### src/rtl/mult_pkg.sv
// mult_pkg: shared constants, state encoding and Booth-pair codes for the multiplier
package mult_pkg;
  localparam int N = 4;
  localparam int PROD_W = 2 * N;
  typedef enum logic [1:0] {IDLE = 2'b00, CALC = 2'b01, DONE = 2'b10} state_t;
  localparam logic [1:0] ADD = 2'b01;
  localparam logic [1:0] SUB = 2'b10;
endpackage

### src/rtl/addsub.sv
// addsub: 4-bit ripple adder/subtractor, r = control ? a - b : a + b
module addsub (
  input  logic a3, a2, a1, a0,
  input  logic b3, b2, b1, b0,
  input  logic control,
  output logic r3, r2, r1, r0,
  output logic co
);
  logic [4:0] sum;
  assign sum = {1'b0, a3, a2, a1, a0} + {1'b0, {b3, b2, b1, b0} ^ {4{control}}} + {4'd0, control};
  assign {co, r3, r2, r1, r0} = sum;
endmodule

### src/rtl/booth_mult_ctrl.sv
// booth_mult_ctrl: sequential radix-2 Booth multiplier for 4-bit signed operands
module booth_mult_ctrl
  import mult_pkg::*;
#(
  parameter int N = 4
) (
  input  logic              clk,
  input  logic              rst,
  input  logic              start,
  input  logic [3:0]        a,
  input  logic [3:0]        b,
  output logic              busy,
  output logic              done,
  output logic [PROD_W-1:0] product
);
  if (N != 4) begin : g_bad_width
    $error("booth_mult_ctrl supports only N=4");
  end
  state_t state, state_next;
  logic [3:0] acc, q, m, r, r_as;
  logic       q_1, ctrl, use_as, ovf, s, last;
  logic [1:0] cnt;
  logic [1:0] pair;
  assign pair   = {q[0], q_1};
  assign ctrl   = pair == SUB;
  assign use_as = pair == ADD || pair == SUB;
  assign r      = use_as ? r_as : acc;
  // A 4-bit accumulator can overflow (e.g. A - (-8)); recover the true sign for the shift-in
  assign ovf    = use_as && (acc[3] == (m[3] ^ ctrl)) && (r[3] != acc[3]);
  assign s      = r[3] ^ ovf;
  assign last   = cnt == 2'd3;
  assign busy   = state == CALC;
  assign done   = state == DONE;
  addsub u_addsub (
    .a3(acc[3]), .a2(acc[2]), .a1(acc[1]), .a0(acc[0]),
    .b3(m[3]), .b2(m[2]), .b1(m[1]), .b0(m[0]),
    .control(ctrl),
    .r3(r_as[3]), .r2(r_as[2]), .r1(r_as[1]), .r0(r_as[0]),
    .co()
  );
  always_comb begin
    state_next = state;
    case (state)
      IDLE:    state_next = start ? CALC : IDLE;
      CALC:    state_next = last ? DONE : CALC;
      default: state_next = IDLE;
    endcase
  end
  always_ff @(posedge clk) begin
    if (rst) state <= IDLE;
    else state <= state_next;
  end
  always_ff @(posedge clk) begin
    if (rst) begin
      acc     <= '0;
      q       <= '0;
      q_1     <= 1'b0;
      m       <= '0;
      cnt     <= '0;
      product <= '0;
    end else if (state == IDLE && start) begin
      m   <= a;
      q   <= b;
      acc <= '0;
      q_1 <= 1'b0;
      cnt <= '0;
    end else if (state == CALC) begin
      {acc, q, q_1} <= {s, r, q};
      cnt           <= cnt + 2'd1;
      if (last) product <= {s, r, q[3:1]};
    end
  end
endmodule

### config.mk
export PLATFORM = sky130hd
export DESIGN_NAME = booth_mult_ctrl
export DESIGN_NICKNAME = d
export VERILOG_FILES = /design/src/rtl/mult_pkg.sv /design/src/rtl/addsub.sv /design/src/rtl/booth_mult_ctrl.sv
export SDC_FILE = /design/constraint.sdc
export NUM_CORES = 1
export LEC_CHECK = 0
export CORE_UTILIZATION = 54
export DETAILED_ROUTE_END_ITERATION = 7
export GPL_TIMING_DRIVEN = 0
export PLACE_DENSITY_LB_ADDON = 0.05
export SYNTH_ARGS = -nofsm -noshare
export SYNTH_HDL_FRONTEND = slang
export SYNTH_SLANG_ARGS = --single-unit
export TNS_END_PERCENT = 10
### constraint.sdc
create_clock -name clk -period 3.5 [get_ports clk]
set_input_delay 0.7 -clock clk [delete_from_list [all_inputs] [get_ports clk]]
set_output_delay 0.7 -clock clk [all_outputs]
set_load 0.02 [all_outputs]
==> metrics.yaml <==
clocking:
  clk-insertion-delay-late_ns: 0.32
  cts_resized: 0
  cts_inserted_buffers: 3
  cts_max_level: 1
  clkSinkCount: 25
  cts_tree: "built"
  clk_path_buf_depth: 2
  path_clk_slew_ns: 0.14
  root_buffer: "clkbuf_4"
  cts_setup_buffers: 0
  cts_hold_buf: 0
sta:
  fin_crit_sh: 0.7731
  rsz0062_at_grt: "no"
  hold_viol_final: 0
  maxSlewHeadroom: 0.6231
  finalSetupTns_ns: 0
  setup_viol: 0
  fin_skew_ns: 0.009752
  finalCriticalPeriod_ns: 2.706
  worst_pin_slew_ns: 0.5628
  fmax_ghz: 0.3696
  setup_ws_ns: 0.7942
  maxSlewViolCount: 0
routing:
  vias: 971
  via_per_inst: 5.220
  ant_nets: 0
  firstDrtPassIters: 3
  wl_per_cell_um: 11.75
  drc: 0
  wl_um: 2185
  first_iter_violations: 4
placement:
  dp_slack_ns: 1.061
  dpl.cell_count: 182
  gp_congestion: 0.7922
  portBuffers: 19
  dp_hpwl_um: 1678
  place_area_um2: 1396
cells_and_area:
  postLayoutCellArea_um2: 1423
  drive_gt1_frac: 0.08176
  fill_cells: 166
  multi_input_area_um2: 619.3
  postLayoutCoreUtil: 0.7106
  finalNonFillerCells: 186
  final_nets: 176
  regArea_um2: 500.5
  syn_to_final_growth_pct: 21.34
  n_antenna_cell: 0
worst_setup_path:
  endpoint_kind: "primary output"
  crit_path_max_incr_delay_ns: 0.63
  cp_cell_sequence: "buf_2 -> nand2b_1 -> clkbuf_4 -> inv_1 -> buf_2 -> clkdlybuf4s50_1"
  cp-start-kind: "flip-flop"
  crit_path_top_delay_cell: "clkdlybuf4s50_1"
  cpMostUsedCell: "buf_2"
  cp_max_fo: 10
  critPathKind: "flip-flop to primary output"
  cp_data_required_time_ns: 2.80
  arrival_ns: 2.01
global_routing:
  grt_first_pass_wirelength_um: 3801
  grt_usage: 0.2103
  grt_max_degree: 14
  grt-ovfl-total: 0
  antenna_found_initial: 0
  grt_pass1_vias: 820
logic_synthesis:
  ys_top_cells_by_area: "dfxtp_1 43%, nor2_1 7.7%, nand2_1 5.8%, a21oi_1 4.3%, ha_1 4.3%"
  synth.distinct_cells: 31
  yosysSeqAreaShare: 0.4269
  syn_area_um2: 1172
  synth_top_area_frac: 0.4269
  yosysWarnings: 0
  synth_fp_nets: 152
  avgSynthCellArea_um2: 8.620
  synth_top_area_cell: "dfxtp_1"
  synth-seq-cells: 25
  syn_inst: 136
run_status:
  status: "finished clean"
die:
  num_rows: 16
  ios: 21
  die_area_um2: 2361
  die_y_um: 48.60
  core-area_um2: 2002
  dieWidth_um: 48.60
  initial_utilization: 0.5856
power_and_ir_drop:
  ir_drop_uv: 295.4
  powerDensity_nw_per_um2: 376.1
  p_leak_nw: 0.5585
min_path:
  hold_path_class: "flip-flop to flip-flop"
flow_run:
  max_cap_viol_count: 0
==> path summary, 6_finish.rpt <==
path	from	end	slack, ns	cells after the start
max reg2reg	q_1$_SDFFE_PP0P_	acc[2]$_SDFFE_PP0P_	1.33	9
max	state[0]$_SDFF_PP0_	busy	0.79	6
min	q[3]$_SDFFE_PP0P_	product[2]$_SDFFE_PP0P_	0.46	2
min reg2reg	q[3]$_SDFFE_PP0P_	product[2]$_SDFFE_PP0P_	0.46	2
==> where the power goes <==
part | internal (mW) | total [mW] | switching, mW | leakage (nW)
clock network | 0.0445 | 0.129 | 0.0841 | 0.0150
registers | 0.296 | 0.304 | 0.00825 | 0.204
logic | 0.0492 | 0.102 | 0.0528 | 0.340
total | 0.390 | 0.535 | 0.145 | 0.558
==> metal layers <==
layer | up-vias | global-route usage | wire (um)
met4 | 0 | 0.08824 | 13
met1 | 456 | 0.2843 | 1086
met3 | 2 | 0.03774 | 40
li1 | 502 | - | -
met5 | - | 0 | 0
met2 | 11 | 0.3310 | 1044
==> critical path, delay by kind of cell, from the launching register on <==
kind	cells	cell delay (ns)
buffers and inverters	5	1.27
DFF	1	0.33
and+or+nand+nor	1	0.08
==> cell usage in the layout (no fill, tap or decap), drive strengths merged, types with 5 or more instances in the layout <==
cell type and n:
nor2 24, dfxtp 25, a21oi 11, clkbuf 8, clkdlybuf4s50 19, nand2 18
mux2i 5, inv 5
==> synthesized netlist by cell type <==
master,instances
nor3b_2,1
clkbuf_1,3
inv_1,5
clkbuf_4,1
a311oi_1,2
or2_2,1
a21oi_1,10
xnor3_1,1
ha_1,4
a31o_2,1
or3_1,1
nor3b_1,3
mux2i_1,5
nor3_1,4
nor2b_1,3
fa_1,1
a21o_1,1
o21ai_0,2
nor2_1,24
xnor2_1,4
o221ai_1,1
buf_2,3
and2_1,1
a211oi_1,4
or2_4,1
xor2_1,2
a21oi_2,1
nand2_1,18
nand2b_1,2
mux2_2,1
dfxtp_1,25
==> layout make-up <==
cell class | count | area share
plain buffers | 7 | 0.02375
clock buffers | 4 | 0.01847
inverters | 5 | 0.01319
multi-input cells | 99 | 0.4354
flip-flops and latches | 25 | 0.3518
well taps | 27 | 0.02375
repair buffers | 19 | 0.1337
==> state kept, by name, summed over array words and instances, names as in the netlist <==
register	count
state	2
q	4
acc	4
product	8
cnt	2
q_1	1
m	4
==> cell families (layout without fill, tap and decap cells) <==
family,after synthesis,in the layout,synth area share
compound gates,22,22,0.1206
xor+xnor,7,7,0.06403
fa+ha+maj,5,5,0.05977
buf+inv,12,35,0.04482
flops,25,25,0.4269
mux,6,6,0.05230
simple gates,59,59,0.2316
==> per-stage QoR <==
stage / total power, mW / hold WS (ns)
final: 0.5350 / 0.4639
after global routing: 0.5684 / 0.4930
after CTS: 0.5372 / 0.4663
after detailed placement: 0.4125 / 0.4483
after global placement: 0.4090 / 0.4422
after floorplan: 0.3835 / 0.4319
Note: power is estimated with default switching activity, not from simulation.
